<file path="src/rtl/fast_scan_ctrl.sv">
// fast_scan_ctrl: raster-scan sequencer for the FAST corner front end.
// Tracks col/row, drives line-buffer writes and flags completed windows.
`timescale 1ns/1ps
module fast_scan_ctrl #(
  parameter int COL_NUM         = 640,
  parameter int ROW_NUM         = 480,
  parameter int FAST_PATCH_SIZE = 7,
  parameter int PIXEL_WIDTH     = 8,
  localparam int R   = FAST_PATCH_SIZE / 2,
  localparam int NLB = FAST_PATCH_SIZE - 1,
  localparam int CW  = $clog2(COL_NUM),
  localparam int RW  = $clog2(ROW_NUM),
  localparam int LW  = $clog2(NLB)
) (
  input  logic           clk,
  input  logic           rst,
  input  logic           ce,
  input  logic           frame_start,
  input  logic           s_valid,
  output logic           s_ready,
  output logic           lb_wr_en,
  output logic [CW-1:0]  lb_wr_addr,
  output logic [NLB-1:0] lb_wr_sel,
  output logic [LW-1:0]  lb_rd_base,
  output logic           win_valid,
  input  logic           m_ready,
  output logic [CW-1:0]  center_x,
  output logic [RW-1:0]  center_y,
  output logic           frame_done,
  output logic           busy
);

  if (PIXEL_WIDTH < 1 || FAST_PATCH_SIZE < 3 ||
      FAST_PATCH_SIZE % 2 == 0) begin : g_bad_cfg
    $error("fast_scan_ctrl: bad parameters");
  end

  localparam logic [CW-1:0] C_LAST = CW'(COL_NUM - 1);
  localparam logic [RW-1:0] R_LAST = RW'(ROW_NUM - 1);
  localparam logic [RW-1:0] R_FILL = RW'(NLB - 1);
  localparam logic [CW-1:0] C_MIN  = CW'(2 * R);
  localparam logic [RW-1:0] R_MIN  = RW'(2 * R);
  localparam logic [CW-1:0] C_OFF  = CW'(R);
  localparam logic [RW-1:0] R_OFF  = RW'(R);
  localparam logic [LW-1:0] B_LAST = LW'(NLB - 1);

  typedef enum logic [1:0] {
    IDLE,
    FILL,
    RUN,
    DONE
  } state_t;

  state_t state, state_nxt;

  logic [CW-1:0] col;
  logic [RW-1:0] row;
  logic accept;
  logic col_wrap;
  logic start;
  logic win_set;
  logic win_pop;

  assign s_ready  = ce & ((state == FILL) | (state == RUN))
                  & (~win_valid | m_ready);
  assign accept   = s_valid & s_ready;
  assign col_wrap = accept & (col == C_LAST);
  assign start    = ce & frame_start & (state == IDLE);
  assign win_set  = accept & (col >= C_MIN) & (row >= R_MIN);
  assign win_pop  = ce & win_valid & m_ready;

  assign lb_wr_en   = accept;
  assign lb_wr_addr = col;
  assign frame_done = (state == DONE);
  assign busy       = (state != IDLE);

  always_comb begin
    state_nxt = state;
    unique case (state)
      IDLE: if (start) state_nxt = FILL;
      FILL: if (col_wrap && row == R_FILL) state_nxt = RUN;
      RUN:  if (col_wrap && row == R_LAST) state_nxt = DONE;
      DONE: if (ce) state_nxt = IDLE;
      default: state_nxt = IDLE;
    endcase
  end

  always_ff @(posedge clk or negedge rst) begin
    if (!rst) state <= IDLE;
    else      state <= state_nxt;
  end

  // sel/base restart with the frame so row 0 always lands in buffer 0
  always_ff @(posedge clk or negedge rst) begin
    if (!rst) begin
      col        <= '0;
      row        <= '0;
      lb_wr_sel  <= NLB'(1);
      lb_rd_base <= '0;
    end else if (start) begin
      col        <= '0;
      row        <= '0;
      lb_wr_sel  <= NLB'(1);
      lb_rd_base <= '0;
    end else if (accept) begin
      if (col == C_LAST) begin
        col       <= '0;
        row       <= row + RW'(1);
        lb_wr_sel <= {lb_wr_sel[NLB-2:0], lb_wr_sel[NLB-1]};
        if (row >= R_FILL)
          lb_rd_base <= (lb_rd_base == B_LAST) ? '0
                      : lb_rd_base + LW'(1);
      end else begin
        col <= col + CW'(1);
      end
    end
  end

  always_ff @(posedge clk or negedge rst) begin
    if (!rst) begin
      win_valid <= 1'b0;
      center_x  <= '0;
      center_y  <= '0;
    end else if (win_set) begin
      win_valid <= 1'b1;
      center_x  <= col - C_OFF;
      center_y  <= row - R_OFF;
    end else if (win_pop) begin
      win_valid <= 1'b0;
    end
  end

endmodule
</file>
<file path="config.mk">
export PLATFORM = sky130hd
export DESIGN_NAME = fast_scan_ctrl
export DESIGN_NICKNAME = d
export VERILOG_FILES = /design/src/rtl/fast_scan_ctrl.sv
export SDC_FILE = /design/constraint.sdc
export NUM_CORES = 1
export LEC_CHECK = 0
export ABC_AREA = 1
export CAP_MARGIN = 20
export CORE_MARGIN = 2
export CORE_UTILIZATION = 48
export CTS_CLUSTER_SIZE = 20
export DETAILED_ROUTE_END_ITERATION = 8
export GPL_TIMING_DRIVEN = 0
export PLACE_DENSITY = 0.85
export SKIP_LAST_GASP = 1
export SYNTH_ARGS = -nofsm -noshare
export SYNTH_HDL_FRONTEND = slang
export SYNTH_SLANG_ARGS = --single-unit
</file>
<file path="constraint.sdc">
create_clock -name clk -period 2 [get_ports clk]
set_clock_uncertainty 0.2 [all_clocks]
set_input_delay 0.2 -clock clk [delete_from_list [all_inputs] [get_ports clk]]
set_output_delay 0.2 -clock clk [all_outputs]
set_load 0.01 [all_outputs]
</file>
[Word-level counts from Yosys, hierarchy flattened]
Cells that the tools add are included.
Storage, ports and cells
  flip-flop bits (word level): 50
  bits of input ports: 6
  output and inout bits: 43
  word-level logic and storage cells: 72
Operators by class
  add/subtract/negate cells: 5
  order comparisons: 3
  equality and inequality tests: 11
  mux-type cells: 21
  bitwise operators: 13
  reductions and logical operators: 11
Operator list (number)
  $mux 10: 3
  $mux 9: 3
  $ge 9x3->1 const B: 2
  $mux 6: 3
  $mux 3: 5
  $add 10x1->10 const B: 1
  $and 1x1->1: 10
  $eq 10x10->1 const B: 1
  $ge 10x3->1 const B: 1
  $reduce_bool 2->1: 5
  $sub 10x2->10 const B: 1
  $add 9x1->9 const B: 1
  $eq 9x3->1 const B: 1
  $eq 9x9->1 const B: 1
  $sub 9x2->9 const B: 1
  $mux 2: 4
  $pmux 2 s4: 1
  $eq 2x2->1 const B: 2
  $ne 2x1->1 const B: 2
  $ne 2x2->1 const B: 2
  $reduce_and 4->1: 1
  $add 3x1->3 const B: 1
  $eq 3x3->1 const B: 1
  $reduce_and 3->1: 1
  7 further kinds: 10

[Logic depth before layout (Yosys ltp)]
Gate-level depths: netlist of the first run.
  word-level depth: 9
  mapped depth: 12
  depth with buffers taken out: 11

[Worst setup path after synthesis of the first run]
Ideal clock, no wire load.
  kind: register to register
  from: register state[0]
  to: register center_x[0]
  arrival: 1.582 ns
  required time: 1.673 ns
  path slack: 0.091 ns
  stages on the path, launching flop included: 9
  path buffers: 1
  period minus slack after synthesis: 1.909 ns
  path through: dfrtp_1 inv_1 ha_1 nand4_2 a31oi_4 nand2_4 buf_6 nand2_2 o21ai_2
On the way
  word-level cells in the longest chain between the ends: 7
  elaborated cells on any way between the ends: 8
RTL lines
  start: declaration: RTL line 54  | state_t state, state_nxt;
  start signal: assignment: RTL line 90  | else state <= state_nxt;
  $eq 2x1->1 or $eq 2x2->1 (tied branches): RTL line 64  | assign s_ready = ce & ((state == FILL) | (state == RUN))
  $or 1x1->1 *: RTL line 64
  $and 1x1->1 *: RTL line 64
  $and 1x1->1 *: RTL line 65  | & (~win_valid | m_ready);
  $and 1x1->1 *: RTL line 66  | assign accept = s_valid & s_ready;
  $and 1x1->1 * (2 in a row): RTL line 69  | assign win_set = accept & (col >= C_MIN) & (row >= R_MIN);
  end signal: assignment: RTL line 126  | center_x <= col - C_OFF;
  end: declaration: RTL line 27  | output logic [CW-1:0] center_x,
Every way passes the cells marked *; elsewhere a longest branch is shown, timed or not.
A chain may end at the register's enable or synchronous reset.

[Final worst setup path of the first run]
  from: register state[0]
  to: output frame_done
On the way
  word-level cells in the longest chain between the ends: 1
RTL lines
  $eq 2x2->1: RTL line 74  | assign frame_done = (state == DONE);
  end: declaration: RTL line 29  | output logic frame_done,
Every way passes these cells.

==> summary.md, run 1 <==
| Metric | Value |
|---|---|
| Share of the synthesized area in the top cell type | `0.420` |
| Min-Delay Path Class | `in2async` |
| Drt pass-1 iters | `5` |
| Worst flop-to-flop path startpoint | `row[0]` |
| Worst-path clk slew | `90 ps` |
| Reg-to-reg critical path endpoint | `center_x[8]` |
| Die width | `82 µm` |
| Area of the mapped netlist | `2920 µm²` |
| RePlAce Congestion | `0.918` |
| Area fraction in compound gates after synthesis | `0.124` |
| WL/cell | `13.8 µm` |
| Synth cell types | `33` |
| Drt initial violations | `170` |
| Max clock buf depth | `2` |
| Synth async-reset ratio | `1.00` |
| Initial antenna violation count | `0` |
| Multi-input logic area | `1480 µm²` |
| Root Driver | `clkbuf_8` |
| Ports | `49` |
| Measured slew at the worst slew-check pin | `588 ps` |
| Clock latency on the worst-skew pair | `310 ps` |
| Adder-Cell Fraction of Synth Area | `0.0428` |
| Worst VDD drop | `0.680 mV` |
| Detailed Route WL | `approximately 6.9 mm` |
| RSZ-0062 raised after global routing | `yes` |
| PnR worst setup slack | `~32 ps` |
| P&R area growth vs syn | `29.6%` |
| Total CTS buffers | `5` |
| Via count | `2,671` |
| H-tree depth | `2` |
| Synth area leader | `dfrtp_1` |
| Post-route minimum period | `about 2000 ps` |
| R2r setup slk | `70 ps` |
| Post-DRT Antenna Nets | `0` |
| Status | `finished clean` |
| Die area | `around 6700 µm²` |
| Synth Area in XOR/XNOR | `0.0510` |
| Worst Setup Start Kind | `register` |
| Fin Setup TNS | `0 ps` |
| Die Y | `slightly above 80 µm` |
| Grt ovf | `0` |
| Post-synth EDFFs | `0` |
| Fill cells | `about 480` |
| Number of diodes | `0` |
| Crit Path Class | `reg2out` |
| Top cells by area, synth | `dfrtp_1 42%, nand2_1 11%, xor2_1 5.1%` |
| Slew HR | `0.608` |
| F_max | `0.508 GHz` |
| Simple-gate portion of the synthesized area | `0.275` |
| Max FO, Critical Path | `3` |
| Mean post-synth cell area | `8.18 µm²` |
| CP required | `1600 ps` |
| Top FF cell, synth | `dfrtp_1` |
| Setup Slack @ Placement | `-238 ps` |
| Vias per cell | `about 5.3` |
| Crit path capture type | `output port` |
| Main combinational cell family by area after synthesis | `simple AND/OR/NAND/NOR gates` |
| Mux cell area share after synthesis | `0` |
| CORE AREA | `~6000 µm²` |
| Total Nets Final | `approximately 440` |
| Seq/Total Area, Yosys | `0.429` |
| PD cells | `1430 nW/µm²` |
| DP Wirelength | `4.98 mm` |
| Syn_nets | `373` |
| Leakage | `between 0.0015 and 0.002 µW` |
| Gr usage total | `0.219` |
| Vias in the first global route | `2,470` |
| Post-Syn Instances | `about 360` |
| Final worst path period share | `0.984` |
| Max_cap viols | `0` |
| Drt drc | `0` |
| Flops & latches, synth | `50` |
| Pins Over Slew Limit | `0` |
| FF/Latch Area | `1260 µm²` |
| Largest net degree at the start of global routing | `28` |
| Clk sinks | `50` |
| Hold Vio Cnt, Final | `0` |
| Ys Warns | `0` |
| Worst Reg2Reg Path Length in Cells | `8` |
| Share of layout cells above drive strength 1 | `0.199` |
| TritonCTS clock tree | `done` |
| First-pass GRT wire length | `11.1 mm` |
| Site Rows | `28` |
| Starting Density | `0.496` |
| Data arrival, critical path | `~1600 ps` |
| Port Buffers | `48` |
| Final setup viols | `0` |
## Yosys cell counts, types with 2 or more instances
library cell and number:
nand2_1 85, dfrtp_1 49, inv_1 34, nor2_1 34, nand3_1 23, o21ai_0 18, xor2_1 17, o21ai_2 13
nand2_2 12, ha_1 10, nand4_1 10, a21oi_1 9, nor3_1 5, buf_6 4, o21ai_1 4, buf_4 3
clkbuf_1 3, o31ai_1 3, buf_2 2, inv_2 2, nand3_2 2, nor2_2 2, o22ai_1 2, or2_2 2
## flip-flops by register name (all words and copies together), names as in the netlist
name / count
center_x: 10
lb_wr_addr: 10
center_y: 9
row: 9
lb_wr_sel: 6
lb_rd_base: 3
state: 2
win_valid: 1
## through the flow
step	utilization	hold slack (ps)	std cells	power, µW	cell area [µm²]
floorplan	-	-296	357	3380	2920
global placement	0.594	256	480	4340	3490
detailed placement	0.596	29.8	481	4440	3510
CTS	0.629	226	495	5290	3700
global route	0.643	286	502	5790	3780
finish	0.643	233	502	5390	3780
## layout by cell type, fill, tap and decap left out, types with 2 or more instances in the layout
cell type | netlist | layout
o21ai_0 | 18 | 17
nand4_1 | 10 | 10
buf_4 | 3 | 12
nor2_2 | 2 | 3
clkdlybuf4s50_1 | 0 | 44
inv_1 | 34 | 29
or2_2 | 2 | 2
nor2_4 | 1 | 2
nand2_2 | 12 | 13
dfrtp_2 | 0 | 3
ha_1 | 10 | 9
nor2_1 | 34 | 32
buf_6 | 4 | 7
nor3_1 | 5 | 4
nand3_2 | 2 | 2
dfrtp_1 | 49 | 46
buf_2 | 2 | 3
o31ai_1 | 3 | 3
o21ai_2 | 13 | 13
xor2_1 | 17 | 17
dlygate4sd2_1 | 0 | 2
clkbuf_8 | 0 | 6
inv_2 | 2 | 7
a21oi_1 | 9 | 9
nand3_1 | 23 | 23
o21ai_1 | 4 | 5
clkbuf_2 | 0 | 3
nand2_1 | 85 | 84
o22ai_1 | 2 | 2
## report_power, final
| part | internal, µW | switching, µW | leakage [µW] |
|---|---|---|---|
| clock network | 408 | 335 | 0.0000585 |
| registers | 1410 | 368 | 0.000640 |
| logic | 1350 | 1520 | 0.00104 |
## area by class of cell
class | count | area share
multi-input cells | 258 | 0.391
flip-flops and latches | 50 | 0.332
repair buffers | 62 | 0.158
inverters | 37 | 0.0367
plain buffers | 12 | 0.0265
well taps | 75 | 0.0248
clock buffers | 7 | 0.0228
clock inverters | 1 | 0.00794
## cells by family (layout without fill, tap and decap cells)
group,Yosys count,count (layout)
flops,50,50
buf+inv,49,119
simple gates,178,178
compound gates,53,53
xor+xnor,17,17
fa+ha+maj,10,10
## critical path, stage by stage, from the launching register on
cell	delay (ps)
dfrtp_1	410
buf_4	150
ha_1	210
clkdlybuf4s50_1	490
## how the worst max path moves through the flow
stage	from	to	slack, ps	cells after the start
floorplan	state[0]	center_x[0]	90	8
global placement	rst	center_x[3]	-860	1
detailed placement	state[0]	lb_wr_en	-240	5
CTS	state[0]	busy	3	4
global route	row[0]	center_x[9]	-10	8
finish	state[0]	frame_done	30	3
## routing by layer
layer	vias to the layer above	track usage	routed length, µm	share of wire
met2	82	0.373	3390	0.49
met5	-	0	0	0
met1	1279	0.270	3070	0.44
met3	17	0.0396	310	0.045
li1	1293	-	-	-
met4	0	0.0950	139	0.020
## what timing repair did
item | 4_1_cts | 5_1_grt
setup buffers | 5 | 7
pin swaps | 2 | 3
resized for setup | 11 | 16
hold endpoints to repair | 22 | 0
endpoints found under the setup margin | 51 | 47
hold buffers | 1 | 0
Note: power is estimated with default switching activity, not from simulation.
==> run 2, diff against run 1 <==
--- a/config.mk
+++ b/config.mk
@@ -11,9 +11,11 @@
 export CORE_UTILIZATION = 48
 export CTS_CLUSTER_SIZE = 20
 export DETAILED_ROUTE_END_ITERATION = 8
+export GPL_ROUTABILITY_DRIVEN = 0
 export GPL_TIMING_DRIVEN = 0
 export PLACE_DENSITY = 0.85
 export SKIP_LAST_GASP = 1
 export SYNTH_ARGS = -nofsm -noshare
 export SYNTH_HDL_FRONTEND = slang
 export SYNTH_SLANG_ARGS = --single-unit
+export TNS_END_PERCENT = 100
==> results of run 2 <==
The final DEF is identical to that of run 1; final timing and power are the same.
==> RTL change: new RTL, flow settings as in run 1 <==
Encoding of `state_t`: now Gray code (2 bits for 4 states).
--- a/src/rtl/fast_scan_ctrl.sv
+++ b/src/rtl/fast_scan_ctrl.sv
@@ -45,10 +45,10 @@
   localparam logic [LW-1:0] B_LAST = LW'(NLB - 1);
 
   typedef enum logic [1:0] {
-    IDLE,
-    FILL,
-    RUN,
-    DONE
+    IDLE = 2'b00,
+    FILL = 2'b01,
+    RUN  = 2'b11,
+    DONE = 2'b10
   } state_t;
 
   state_t state, state_nxt;
Check against the original RTL: same outputs for any inputs over 10 cycles, from zero or initial values and one cycle with rst low; not proved beyond that.
==> RTL change against run 1 <==
  * Area after synthesis increased by 1.5%
  * Sequential cell count stayed put
  * Maximum frequency grew 4.2%
  * Cell count grew 0.60%
  * Non-clock buffer count down 14
  * Register-to-register slack improved by 0.04 ns
  * Design area decreased by 2.3%
  * First-iteration DRC count shrank 14%
  * Critical path depth grew 6
  * Global-route usage decreased by 0.26 points
  * Setup slack improved by 0.079 ns
  * Wire length decreased by 2.8%
  * Utilization decreased by 2.2 points
  * Highest routed layer unchanged
Power is not compared: it rests on default switching activity, and its combinational part moved more than twofold at a synthesized area within 25%.
==> RTL change: results (changes against run 1) <==
The flow ran to the end, and the final reports show no timing, DRC or antenna violations. For the met3 routing resource usage after global routing, the log shows 2.50% (-1.5 points). The logs give 1.89 ns (+0.32 ns) for the data arrival time of the worst path and 440 (-0.45%) for the final net count. In this run the power spent charging and discharging nets is 1160 uW.

The met1 track demand over resource in global routing came out at 28.2% (+1.2 points). The biggest fanout along the worst timing path is 10 (+7). The logs give 5030 um (+0.92%) for the final HPWL from detailed placement and 381 (+2.1%) for the number of nets produced by synthesis. The final weighted congestion in routability-driven placement came out at 0.901 (-1.9%). By area the synthesized netlist is led by dfrtp_1, nand2_1, nand3_1, o21ai_2, nor2_1. Sequential-to-total area share from yosys stat: 42.3% (-0.63 points). Number of instances in the synthesized netlist: 370 (+3.6%). The critical-path cell with the highest stage delay is dfrtp_1.

The tools report the number of standard cells in the layout, taps in and fillers out as 505 (+0.60%). The tools report the tightest slew margin relative to the limit as 66.0% (+5.1 points). The post-placement cell count was 494 (+2.7%); the worst slack at placement was -0.195 ns (+0.0427 ns). Global-route usage over all layers: 21.6% (-0.26 points). Family with the most delay on the worst path: simple AND/OR/NAND/NOR gates. The commonest cells after synthesis are nand2_1, dfrtp_1, nand3_1. For the total iterations of the first detailed-routing run, the log shows 4 (-1). The tools report the number of design-rule violations left by the first detailed-router iteration as 146 (-14%). For the total detailed-routing wirelength, the log shows 6710 um (-2.8%).

The startpoint identified for the worst register-to-register timing path is lb_wr_addr[1]. The cell area after placement is 3550 um2 (+1.2%), and the routing usage on met2 is 35.5% (-1.8 points). The largest net degree at the start of global routing is 30 (+7.1%), and the via count is 2603 (-2.5%). The critical path is of the flip-flop to flip-flop type. The logs give 0.31 ns (about the same) for the clock latency reported for the late side of the worst-skew pair and 11300 um (+1.7%) for the first-pass GRT wire length. Number of different library cells in the post-synthesis netlist: 33 (unchanged). Fraction of final layout cells with drive strength greater than 1: 19.3% (-0.60 points). The maximum single-stage delay on the critical path was 0.43 ns (-0.06 ns).
[RTL change: cell types whose count changed in the layout (fill, tap and decap cells not counted), sizes merged, moves of 2 or more]
cell and delta:
nand4 -3, xor2 -6, inv -2, nand2 +31, buf -11, nand3 +9, ha -5, o31ai -3
clkbuf -2, o22ai -2
[RTL change: final timing paths]
check                                end  slack [ns]  depth (start not counted)
min                         lb_wr_sel[2]        0.19                          2
max in group asynchronous  lb_wr_addr[0]        0.87                          3
max                             state[0]        0.11                          9
max reg2reg                     state[0]        0.11                          9
min reg2reg                 lb_wr_sel[0]        0.29                          2
min in group clk               win_valid        0.22                          4
[RTL change: cells by family after synthesis]
kind of cell | count (synthesis) | share of synthesized area (%)
buf+inv | 43 | 7.18
simple gates | 216 | 35.2
flops | 50 | 42.3
xor+xnor | 11 | 3.25
compound gates | 45 | 10.0
fa+ha+maj | 5 | 2.11
[RTL change: cell type report]
class	instances	area, um2
fillers	539	2260
multi-input cells	277	1500
flip-flops and latches	50	1250
repair buffers	52	522
inverters	35	136
clock buffers	8	110
well taps	75	93.8
plain buffers	8	80.1
[RTL change: what timing repair did]
action / CTS / global route
endpoints found under the hold margin: 20 / 0
hold buffers: 1 / 0
gates resized for setup: 2 / 2
buffers inserted: 2 / 0
setup endpoints to repair: 1 / 7
pin swaps: 1 / 0
[RTL change: power groups by stage]
| stage | Sequential (uW) | Combinational (uW) | Clock, uW |
|---|---|---|---|
| after global placement | 1420 | 1230 | 0 |
| after CTS | 1410 | 1270 | 691 |
| after floorplan | 1490 | 611 | 0 |
| final | 1410 | 1260 | 678 |
| after detailed placement | 1430 | 1260 | 0 |
| after global routing | 1440 | 1400 | 722 |
[RTL change: layer usage]
layer  vias up  share of wire [%]
met1      1206                 45
met2        72                 47
met3        12                4.9
li1       1313                  -
met4         0                2.2
met5         -                  0
